File: src/rtl/frame_reader_pkg.sv
// Shared types and sizing helpers for the BRAM frame reader.
// FRAME_READER_PAD_EN adds a 1-pixel zero border around the output frame.
package frame_reader_pkg;

    localparam logic [1:0] ST_IDLE_ENC  = 2'd0;
    localparam logic [1:0] ST_ISSUE_ENC = 2'd1;
    localparam logic [1:0] ST_DRAIN_ENC = 2'd2;
    localparam logic [1:0] ST_DONE_ENC  = 2'd3;

    typedef enum logic [1:0] {
        ST_IDLE  = ST_IDLE_ENC,
        ST_ISSUE = ST_ISSUE_ENC,
        ST_DRAIN = ST_DRAIN_ENC,
        ST_DONE  = ST_DONE_ENC
    } state_t;

`ifdef FRAME_READER_PAD_EN
    localparam int PAD = 1;
`else
    localparam int PAD = 0;
`endif

    localparam int LAST_COL_W   = 1;
    localparam int LAST_FRAME_W = 1;

    // Output frame dimension (OUT_W / OUT_H) for a given image dimension.
    function automatic int out_dim(input int img_dim);
        return img_dim + 2 * PAD;
    endfunction

    // FIFO entry is {data, row, col, last_col, last_frame}.
    function automatic int entry_width(input int data_w, input int cnt_w);
        return data_w + 2 * cnt_w + LAST_COL_W + LAST_FRAME_W;
    endfunction

endpackage

File: src/rtl/frame_reader_fifo.sv
// Two-entry first-word-fall-through FIFO with occupancy count.
module frame_reader_fifo #(
    parameter int W = 8
) (
    input  logic         clock,
    input  logic         reset,
    input  logic         push,
    input  logic [W-1:0] push_data,
    input  logic         pop,
    output logic [W-1:0] head,
    output logic [1:0]   count,
    output logic         valid
);

    logic       wr_ptr_reg;
    logic       rd_ptr_reg;
    logic [1:0] count_reg;

    genvar gi;
    generate
        for (gi = 0; gi < 2; gi++) begin : g_entry
            logic [W-1:0] data_reg;
            always_ff @(posedge clock) begin
                if (reset) begin
                    data_reg <= '0;
                end else if (push && (wr_ptr_reg == 1'(gi))) begin
                    data_reg <= push_data;
                end
            end
        end
    endgenerate

    always_ff @(posedge clock) begin
        if (reset) begin
            wr_ptr_reg <= 1'b0;
            rd_ptr_reg <= 1'b0;
            count_reg  <= 2'd0;
        end else begin
            if (push) wr_ptr_reg <= ~wr_ptr_reg;
            if (pop)  rd_ptr_reg <= ~rd_ptr_reg;
            // push+pop together (including on a full FIFO) leaves the count alone
            case ({push, pop})
                2'b10:   count_reg <= count_reg + 2'd1;
                2'b01:   count_reg <= count_reg - 2'd1;
                default: count_reg <= count_reg;
            endcase
        end
    end

    assign head  = rd_ptr_reg ? g_entry[1].data_reg : g_entry[0].data_reg;
    assign count = count_reg;
    assign valid = (count_reg != 2'd0);

endmodule

File: src/rtl/bram_frame_reader.sv
// Raster-order frame reader for a negedge-registered single-port BRAM, streaming tagged pixels.
// Define FRAME_READER_PAD_EN to emit a 1-pixel zero border around the frame.
module bram_frame_reader
    import frame_reader_pkg::*;
#(
    parameter int RAM_WIDTH     = 8,
    parameter int RAM_ADDR_BITS = 16,
    parameter int IMG_W         = 220,
    parameter int IMG_H         = 220,
    parameter int CNT_BITS      = 9
) (
    input  logic                     clock,
    input  logic                     reset,
    input  logic                     start,
    input  logic [RAM_ADDR_BITS-1:0] base_addr,
    output logic                     busy,
    output logic                     done,
    output logic                     ram_enable,
    output logic                     write_enable,
    output logic [RAM_ADDR_BITS-1:0] address,
    output logic [RAM_WIDTH-1:0]     input_data,
    input  logic [RAM_WIDTH-1:0]     ram_rdata,
    output logic                     m_valid,
    input  logic                     m_ready,
    output logic [RAM_WIDTH-1:0]     m_data,
    output logic [CNT_BITS-1:0]      m_row,
    output logic [CNT_BITS-1:0]      m_col,
    output logic                     m_last_col,
    output logic                     m_last_frame
);

    localparam int OUT_W = out_dim(IMG_W);
    localparam int OUT_H = out_dim(IMG_H);
    localparam int EW    = entry_width(RAM_WIDTH, CNT_BITS);
    localparam logic [CNT_BITS-1:0] LAST_COL = CNT_BITS'(OUT_W - 1);
    localparam logic [CNT_BITS-1:0] LAST_ROW = CNT_BITS'(OUT_H - 1);

    state_t                   state_reg;
    logic [RAM_ADDR_BITS-1:0] addr_reg;
    logic [CNT_BITS-1:0]      row_reg;
    logic [CNT_BITS-1:0]      col_reg;
    logic                     busy_reg;
    logic                     done_reg;
    logic                     ram_enable_reg;
    logic [RAM_ADDR_BITS-1:0] address_reg;

    logic                     inflight_reg;
    logic [CNT_BITS-1:0]      inf_row_reg;
    logic [CNT_BITS-1:0]      inf_col_reg;
    logic                     inf_last_col_reg;
    logic                     inf_last_frame_reg;
    logic                     inf_border_reg;

    logic [1:0]               fifo_count;
    logic                     fifo_valid;
    logic [EW-1:0]            fifo_head;
    logic [EW-1:0]            push_data;
    logic [RAM_WIDTH-1:0]     push_pixel;
    logic                     pop;
    logic                     cur_last_col;
    logic                     cur_last_row;
    logic                     cur_border;
    logic [2:0]               occupancy;
    logic                     can_issue;
    logic                     drain_empty;

    assign pop          = fifo_valid & m_ready;
    assign cur_last_col = (col_reg == LAST_COL);
    assign cur_last_row = (row_reg == LAST_ROW);

`ifdef FRAME_READER_PAD_EN
    assign cur_border = (row_reg == '0) || cur_last_row || (col_reg == '0) || cur_last_col;
`else
    assign cur_border = 1'b0;
`endif

    // Counting this cycle's pop keeps a full-rate stream with only two slots of storage.
    assign occupancy   = {1'b0, fifo_count} + {2'b00, inflight_reg};
    assign can_issue   = (state_reg == ST_ISSUE) && (occupancy < (3'd2 + {2'b00, pop}));
    assign drain_empty = !inflight_reg && ((fifo_count == 2'd0) || ((fifo_count == 2'd1) && pop));

    assign push_pixel = inf_border_reg ? '0 : ram_rdata;
    assign push_data  = {push_pixel, inf_row_reg, inf_col_reg, inf_last_col_reg, inf_last_frame_reg};

    always_ff @(posedge clock) begin
        if (reset) begin
            state_reg          <= ST_IDLE;
            addr_reg           <= '0;
            row_reg            <= '0;
            col_reg            <= '0;
            busy_reg           <= 1'b0;
            done_reg           <= 1'b0;
            ram_enable_reg     <= 1'b0;
            address_reg        <= '0;
            inflight_reg       <= 1'b0;
            inf_row_reg        <= '0;
            inf_col_reg        <= '0;
            inf_last_col_reg   <= 1'b0;
            inf_last_frame_reg <= 1'b0;
            inf_border_reg     <= 1'b0;
        end else begin
            ram_enable_reg <= 1'b0;
            inflight_reg   <= 1'b0;
            done_reg       <= 1'b0;
            case (state_reg)
                ST_IDLE: begin
                    if (start) begin
                        state_reg <= ST_ISSUE;
                        addr_reg  <= base_addr;
                        row_reg   <= '0;
                        col_reg   <= '0;
                        busy_reg  <= 1'b1;
                    end
                end
                ST_ISSUE: begin
                    if (can_issue) begin
                        // border elements take the in-flight slot without touching the BRAM
                        inflight_reg       <= 1'b1;
                        inf_row_reg        <= row_reg;
                        inf_col_reg        <= col_reg;
                        inf_last_col_reg   <= cur_last_col;
                        inf_last_frame_reg <= cur_last_col && cur_last_row;
                        inf_border_reg     <= cur_border;
                        ram_enable_reg     <= !cur_border;
                        if (!cur_border) begin
                            address_reg <= addr_reg;
                            addr_reg    <= addr_reg + 1'b1;
                        end
                        if (cur_last_col) begin
                            col_reg <= '0;
                            row_reg <= row_reg + 1'b1;
                        end else begin
                            col_reg <= col_reg + 1'b1;
                        end
                        if (cur_last_col && cur_last_row) begin
                            state_reg <= ST_DRAIN;
                        end
                    end
                end
                ST_DRAIN: begin
                    if (drain_empty) begin
                        state_reg <= ST_DONE;
                        busy_reg  <= 1'b0;
                        done_reg  <= 1'b1;
                    end
                end
                ST_DONE: begin
                    state_reg <= ST_IDLE;
                end
                default: state_reg <= ST_IDLE;
            endcase
        end
    end

    frame_reader_fifo #(
        .W(EW)
    ) u_fifo (
        .clock     (clock),
        .reset     (reset),
        .push      (inflight_reg),
        .push_data (push_data),
        .pop       (pop),
        .head      (fifo_head),
        .count     (fifo_count),
        .valid     (fifo_valid)
    );

    assign {m_data, m_row, m_col, m_last_col, m_last_frame} = fifo_head;
    assign m_valid      = fifo_valid;
    assign busy         = busy_reg;
    assign done         = done_reg;
    assign ram_enable   = ram_enable_reg;
    assign address      = address_reg;
    assign write_enable = 1'b0;
    assign input_data   = '0;

endmodule

File: config.mk
export PLATFORM = sky130hd
export DESIGN_NAME = bram_frame_reader
export DESIGN_NICKNAME = d
export VERILOG_FILES = /design/src/rtl/frame_reader_pkg.sv /design/src/rtl/frame_reader_fifo.sv /design/src/rtl/bram_frame_reader.sv
export SDC_FILE = /design/constraint.sdc
export NUM_CORES = 1
export LEC_CHECK = 0
export ABC_AREA = 1
export ABC_CLOCK_PERIOD_IN_PS = 3300
export BUFFER_PORTS_ARGS = -buffer_cell sky130_fd_sc_hd__buf_2
export CAP_MARGIN = 20
export CORE_AREA = 2 2 110 112
export DETAILED_ROUTE_END_ITERATION = 16
export DIE_AREA = 0 0 112 114
export GPL_ROUTABILITY_DRIVEN = 0
export PLACE_DENSITY_LB_ADDON = 0.08
export SLEW_MARGIN = 20
export SYNTH_ARGS = -nofsm -noshare
export SYNTH_HDL_FRONTEND = slang
export SYNTH_SLANG_ARGS = --single-unit
export TNS_END_PERCENT = 10
File: constraint.sdc
create_clock -name clock -period 3.3 [get_ports clock]
set_input_delay 0.825 -clock clock [delete_from_list [all_inputs] [get_ports clock]]
set_output_delay 0.825 -clock clock [all_outputs]
set_load 0.02 [all_outputs]
-- Word-level counts from Yosys, hierarchy flattened
Index checks and enable logic that the tools add are counted.
- eq/ne operators: 13
- bitwise gates (word level): 5
- order comparisons: 1
- mux-type cells: 22
- reduce and logical (&&, ||, !) cells: 21
- add/subtract/negate cells: 7
- operator list (kind ; count):
    $mux W9 ; 5
    $pmux W9 S2 ; 2
    $mux W16 ; 2
    $pmux W16 S2 ; 1
    $mux W28 ; 1
    $add A9 B1 Y9 const B ; 2
    $eq A9 B8 Y1 const B ; 2
    $add A16 B1 Y16 const B ; 1
    $mux W2 ; 4
    $ne A2 B2 Y1 const B ; 4
    $pmux W2 S4 ; 1
    $reduce_and A4 Y1 ; 2
    $reduce_bool A2 Y1 ; 4
    $eq A2 B1 Y1 const B ; 3
    $eq A2 B2 Y1 const B ; 3
    $logic_and A1 B1 Y1 ; 6
    $reduce_and A3 Y1 ; 2
    $logic_not A2 Y1 ; 2
    $mux W1 ; 4
    $not A1 Y1 ; 4
    $pmux W2 S2 ; 1
    $reduce_or A2 Y1 ; 2
    $add A2 B1 Y3 ; 1
    $add A2 B1 Y3 const A ; 1
    other kinds (9) ; 9
- logic and storage cells: 86
- output and inout bits: 57
- flip-flop bits (word level): 135
- input bits: 28

-- Depth between registers and ports, before layout
Gate-level depths: netlist of the first run.
- depth in word-level cells: 7
- gate-level depth with buffers: 13
- gate-level depth less buffers: 12

-- Cells and area by module
A second synthesis of the first run with hierarchy kept.
- cell total of the unflattened synthesis: 885
- area total of the unflattened synthesis: 6327.3 um^2
- by module, submodules not included (module ; seq. area each (um^2) ; times used ; cells each ; area each (um^2)):
    bram_frame_reader ; 1501.4 ; 1 ; 552 ; 3746.1
    frame_reader_fifo ; 1201.2 ; 1 ; 333 ; 2581.2

-- Worst setup path after synthesis of the first run
Ideal clock, no wire load.
- path kind: reg-to-output
- from: register u_fifo.rd_ptr_reg
- to: output m_data[6]
- buffers on the path: 1
- setup slack: 1.461 ns
- required time: 2.475 ns
- arrival time: 1.014 ns
- stages on the path, launching flop included: 3
- cells stage by stage: dfxtp_1 > clkbuf_1 > o21ai_0
- cells in the longest elaborated chain, start to end: 1
- RTL lines (element ; RTL line ; RTL):
    start, declared ; frame_reader_fifo.sv:16 ; logic rd_ptr_reg;
    start signal, assigned ; frame_reader_fifo.sv:40 ; if (pop) rd_ptr_reg <= ~rd_ptr_reg;
    $mux W28 ; frame_reader_fifo.sv:50 ; assign head = rd_ptr_reg ? g_entry[1].data_reg : g_entry[0].data_reg;
    end, declared ; bram_frame_reader.sv:25 ; output logic [RAM_WIDTH-1:0] m_data,
No other way between the ends.

-- Worst setup path in the final report of the first run
- from: register u_fifo.rd_ptr_reg
- to: output m_col[1]
- cells in the longest elaborated chain, start to end: 1
- RTL lines (element ; RTL line ; RTL):
    $mux W28 ; frame_reader_fifo.sv:50 ;
    end, declared ; bram_frame_reader.sv:27 ; output logic [CNT_BITS-1:0] m_col,
No other way between the ends.

==> impl_metrics.toml, run 1 <==
[finish]
syn2layout_area_growth_pct = 16.7
drive_gt1_share_pct = 14.4
nets = 999
largest_reg_flops = 56
num_antenna_cells = 0
design_area_mm2 = 0.00725

[clock_network]
cts_tree = "done"
postCtsSetupRepairBufs = 0
cts_resized = 0
cts_buffers = 17
clk_latency_ps = 420
root_buffer = "clkbuf_16"
cts.sinks = 135
cts_max_level = 4
clkTransAtPathRegs_ps = 50
postCtsHoldBufs = 0
clockBufferDepth = 2

[critical_path]
worstSetupEndpointType = "output pin"
crit_top_cell = "nand2_1"
r2r-start = "inflight_reg"
start_kind = "flip-flop"
slowest_delay_ps = 400
slowest_stage = "inv_2"
rr_worst_depth = 9
r2r_end = "addr_reg[3]"
crit_fanout = 28
worstSetupPathType = "reg -> out"
arrival_ps = 1500
required_ps = 2470
cp_cell_sequence = "inv_2 > nand2_1 > nand2_1 > buf_2"
rrSetupSlack_ps = 1030

[timing]
finalSetupTns_ps = 0
finalSetupViolations = 0
min_period_over_period_pct = 70.5
fin_skew_ps = 4.62
max_freq_mhz = 430
tightestPinTransition_ps = 758
drv_slew = 0
max_slew_margin_pct = 49.4
fin_crit_ps = 2330
rsz0062_at_grt = "no"
hold_viol = 0

[detailed_routing]
wl_per_cell_um = 13.0
drcViolationCount = 0
drt_iter0_drc = 351
drtAntennaViolNets = 0
dr_total_vias = 5846
routed_via_density = 5.23
wirelength_mm = 14.5
dr.pass1.iters = 5

[global_routing]
grt_pass1_vias = 5438
antenna_found_initial = 0
top_usage_layer = "met2"
grtUsageMet3_pct = 4.99
grtUsageMet2_pct = 40.0
grt_max_degree = 55
track_usage_pct = 23.2
grt_pass1_wl_mm = 24.4
grtUsageMet1_pct = 28.0
grt.overflow.total = 0

[pwr]
powerDensity_mw_per_mm2 = 858
ir_drop_uv = 512
power.leakage_nw = 3.26

[placed_design]
port_buffers = 75
hpwl_mm = 9.62
post_dp_cell_area_mm2 = 0.00660

[yosys]
netlist_instances = 904
yosys_register_bits = 135
synth_flop_cell = "dfxtp_1"
synth.avg_cell_area_um2 = 6.88
yosys.cell_types.count = 30
synth_area_mm2 = 0.00622
yosysSeqAreaShare_pct = 43.5
synth_edf_count = 0
async_reset_ff_share_pct = 0
yosysWarnings = 0

[min_path]
hold_path_end = "u_fifo.g_entry[0].data_reg[26]"
hp-class = "reg -> reg"
holdPathStages = 2
hp-start = "u_fifo.g_entry[0].data_reg[26]"

[job]
cap_violations = 0

[floorplan]
num_rows = 40
ios = 85
core_area_mm2 = 0.0117
die_x_um = 112
die-height_um = 114
die_area_mm2 = 0.0128
start_util_pct = 53.1

[status]
outcome = "complete, no violations"
[cells in the mapped netlist (2+ instances only)]
| library cell | number | area share, % |
|---|---|---|
| a21oi_2 | 2 | 0.28 |
| nor3_1 | 6 | 0.48 |
| nor2_1 | 100 | 6.0 |
| nand3_2 | 2 | 0.32 |
| inv_2 | 3 | 0.18 |
| inv_1 | 67 | 4.0 |
| a21oi_1 | 101 | 8.1 |
| o21ai_0 | 100 | 8.0 |
| xor2_1 | 2 | 0.28 |
| buf_4 | 13 | 1.6 |
| clkbuf_1 | 29 | 1.8 |
| nand4_1 | 9 | 0.91 |
| nor3b_1 | 2 | 0.24 |
| nand3_1 | 48 | 3.9 |
| clkinv_1 | 2 | 0.12 |
| dfxtp_1 | 135 | 43 |
| a31oi_1 | 3 | 0.30 |
| buf_2 | 13 | 1.0 |
| nand2_2 | 6 | 0.60 |
| nand2_1 | 234 | 14 |
| nor2_2 | 3 | 0.30 |
| or2_2 | 4 | 0.40 |
| nand2_4 | 2 | 0.36 |
| ha_1 | 12 | 2.4 |
[cell usage in the layout (no fill, tap or decap), types with 10 or more instances in the layout]
cell	instances
ha_1	12
inv_1	65
a21oi_1	101
o21ai_0	100
nor2_1	99
nand2_1	234
clkbuf_16	17
buf_4	10
nand3_1	48
dfxtp_1	135
buf_2	75
[cell families after synthesis]
group           Yosys count  synth area share, %
simple gates            418                 27.9
compound gates          207                 16.9
flops                   135                 43.5
buf+inv                 129                 8.95
fa+ha+maj                12                 2.41
xor+xnor                  2                0.282
other cells               1               0.0603
[area by class of cell]
type	count	area (µm²)
clock buffers	23	488
clock inverters	8	168
fillers	1127	4460
inverters	72	270
multi-input cells	648	2990
flip-flops and latches	135	2700
well taps	147	184
repair buffers	85	450
[report_power, final]
group	switching (mW)	internal (mW)
Sequential	0.238	1.99
Combinational	1.34	0.579
Clock	0.669	1.41
Total	2.24	3.98
[how the worst max path moves through the flow]
| stage | from | end | slack, ps | cells after the start |
|---|---|---|---|---|
| 3_3_place_gp | m_ready | addr_reg[5] | 880 | 9 |
| 2_1_floorplan | u_fifo.rd_ptr_reg | m_data[6] | 1460 | 2 |
| 4_1_cts | u_fifo.rd_ptr_reg | m_col[1] | 940 | 4 |
| 5_1_grt | u_fifo.count[0] | addr_reg[3] | 750 | 11 |
| 3_5_place_dp | m_ready | addr_reg[3] | 850 | 9 |
| 6_report | u_fifo.rd_ptr_reg | m_col[1] | 970 | 4 |
[worst max-delay path: cells and delay by family, from the launching register on]
family                 cells  cell delay (ps)
buffers and inverters      2              560
flip-flops                 1              310
AND/OR/NAND/NOR            2              200
[per-layer routing]
metal / share of wire (%) / vias up
met4: 2.0 / 0
met1: 46 / 2648
met5: 0 / -
met2: 47 / 161
li1: - / 3017
met3: 5.1 / 20
[through the flow]
stage / instances / power (mW) / setup slack (ps) / utilization [%] / hold WS, ps
finish: 1118 / 6.22 / 973 / 61.9 / 449
global route: 1118 / 6.63 / 747 / 61.9 / 487
CTS: 1118 / 6.26 / 940 / 61.9 / 454
detailed placement: 1087 / 4.17 / 850 / 56.3 / 446
global placement: 1087 / 4.10 / 879 / 56.3 / 439
floorplan: 912 / 3.72 / 1460 / - / 424
No activity file was read; power rests on OpenSTA's default activity.
==> inputs of run 2 (changes only) <==
--- a/config.mk
+++ b/config.mk
@@ -6,12 +6,12 @@
 export NUM_CORES = 1
 export LEC_CHECK = 0
 export ABC_AREA = 1
-export ABC_CLOCK_PERIOD_IN_PS = 3300
+export ABC_CLOCK_PERIOD_IN_PS = 2100
 export BUFFER_PORTS_ARGS = -buffer_cell sky130_fd_sc_hd__buf_2
 export CAP_MARGIN = 20
-export CORE_AREA = 2 2 110 112
+export CORE_AREA = 2 2 113 115
 export DETAILED_ROUTE_END_ITERATION = 16
-export DIE_AREA = 0 0 112 114
+export DIE_AREA = 0 0 115 117
 export GPL_ROUTABILITY_DRIVEN = 0
 export PLACE_DENSITY_LB_ADDON = 0.08
 export SLEW_MARGIN = 20
==> constraint.sdc (replaced) <==
create_clock -name clock -period 2.1 [get_ports clock]
set_input_delay 0.525 -clock clock [delete_from_list [all_inputs] [get_ports clock]]
set_output_delay 0.525 -clock clock [all_outputs]
set_load 0.02 [all_outputs]
==> impl_metrics.toml, run 2 (synthesized netlist as in run 1, its figures left out) <==
[finish]
drive_gt1_share_pct = 15.2
largest_reg_flops = 56
nets = 1007
final_common_cell = "nand2_1"
num_antenna_cells = 0
layout_common_cells = "234 x nand2_1, 134 x dfxtp_1, 101 x a21oi_1"
seq_area_mm2 = 0.00270
nFillCells = 1205
syn2layout_area_growth_pct = 17.1
multi_input_area_mm2 = 0.00299

[status]
outcome = "complete, no violations"

[critical_path]
crit_fanout = 30
worstSetupPathType = "reg -> out"
slowest_delay_ps = 380
worstSetupEndpointType = "output pin"
cp_cell_sequence = "buf_6 > nand2_1 > o21ai_0 > buf_2"
arrival_ps = 1450
start_kind = "flip-flop"
required_ps = 1570
slowest_stage = "dfxtp_1"

[placed_design]
hpwl_mm = 10.0
port_buffers = 75

[global_routing]
grt_pass1_wl_mm = 24.7
antenna_found_initial = 0
grt_pass1_vias = 5395
grt.overflow.total = 0
track_usage_pct = 22.9
grt_max_degree = 68

[pwr]
power.total_mw = 9.52
power.leakage_nw = 3.27
seqPwrFrac_pct = 36.8
switching_share_pct = 37.5
p_clk_share_pct = 29.6
p_comb_share_pct = 33.6
powerDensity_mw_per_mm2 = 1310
ir_drop_uv = 506
power.internal_mw = 5.95
p_sw_mw = 3.57

[detailed_routing]
drtAntennaViolNets = 0
drcViolationCount = 0
dr_total_vias = 5908
wl_per_cell_um = 13.1
dr.pass1.iters = 4
routed_via_density = 5.23
drt_iter0_drc = 308
wirelength_mm = 14.8

[floorplan]
num_rows = 41
die_x_um = 115
start_util_pct = 50.5
ios = 85
core_area_mm2 = 0.0123
die-height_um = 117
die_area_mm2 = 0.0135

[timing]
max_freq_mhz = 507
fin_crit_ps = 1970
hold_viol = 0
min_period_over_period_pct = 94.0
rsz0062_at_grt = "no"
holdWs_ps = 347
drv_slew = 0
finalSetupViolations = 0
finalSetupTns_ps = 0
fin_skew_ps = 6.68

[clock_network]
root_buffer = "clkbuf_16"
postCtsHoldBufs = 0
postCtsSetupRepairBufs = 0
cts.sinks = 135
clkTransAtPathRegs_ps = 60
clockBufferDepth = 2
cts_max_level = 4
clk_latency_ps = 420
cts_tree = "done"
cts_buffers = 17

[min_path]
hp-class = "in -> reg"

[job]
cap_violations = 0
-- run 2: cell count changes in the layout (fill, tap and decap cells not counted), moves of 2 or more --
cell / previous run / this run
buf_6: 0 / 2
inv_2: 5 / 3
buf_12: 0 / 3
bufinv_16: 5 / 1
buf_4: 10 / 13
-- run 2: worst max-delay path: cells and delay by family (launching register included) --
kind	cells	cell delay (ps)
AOI/OAI and AO/OA	1	90
buffers and inverters	2	480
DFF	1	380
and+or+nand+nor	1	80
-- run 2: layer usage --
| metal | share of wire [%] | vias to the layer above | GRT usage [%] |
|---|---|---|---|
| met5 | 0 | - | 0 |
| met4 | 2.0 | 0 | 10.3 |
| met3 | 4.4 | 26 | 4.48 |
| met2 | 48 | 157 | 39.3 |
| met1 | 46 | 2691 | 28.0 |
| li1 | - | 3034 | - |
-- run 2: path summary, 6_finish.rpt --
check | startpoint | to | slack, ps | cells past startpoint
setup / recovery | u_fifo.rd_ptr_reg | m_data[6] | 130 | 4
hold / removal | ram_rdata[1] | u_fifo.g_entry[0].data_reg[21] | 350 | 3
setup reg to reg | inflight_reg | col_reg[8] | 240 | 11
hold reg to reg | u_fifo.g_entry[0].data_reg[26] | u_fifo.g_entry[0].data_reg[26] | 450 | 2
-- run 2: area by class of cell --
type	count	share of cell area [%]
Tap cell	150	2.58
Multi-Input combinational cell	648	41.1
Sequential cell	135	37.1
Clock inverter	7	0.945
Timing Repair Buffer	93	7.63
Clock buffer	24	6.89
Inverter	72	3.74
-- run 2: timing repair --
item | CTS | global route
gates resized for setup | 0 | 5
setup endpoints to repair | 0 | 10
hold endpoints to repair | 0 | 0
-- run 2: power by group through the flow --
stage	Sequential [mW]	Combinational, mW	Clock, mW
finish	3.50	3.20	2.82
global route	3.57	3.64	2.98
CTS	3.50	3.20	2.87
detailed placement	3.54	3.19	0
global placement	3.52	3.11	0
floorplan	3.51	2.33	0
-- run 2: metrics by stage --
step                      util, %  worst slack (ps)  cell area [µm²]  instances
after floorplan                 -               339             6250        912
after CTS                    59.1              49.2             7270       1129
after global placement       54.4               300             6700       1098
after global routing         59.2              8.56             7280       1129
after detailed placement     54.4               182             6700       1098
final                        59.2               126             7280       1129
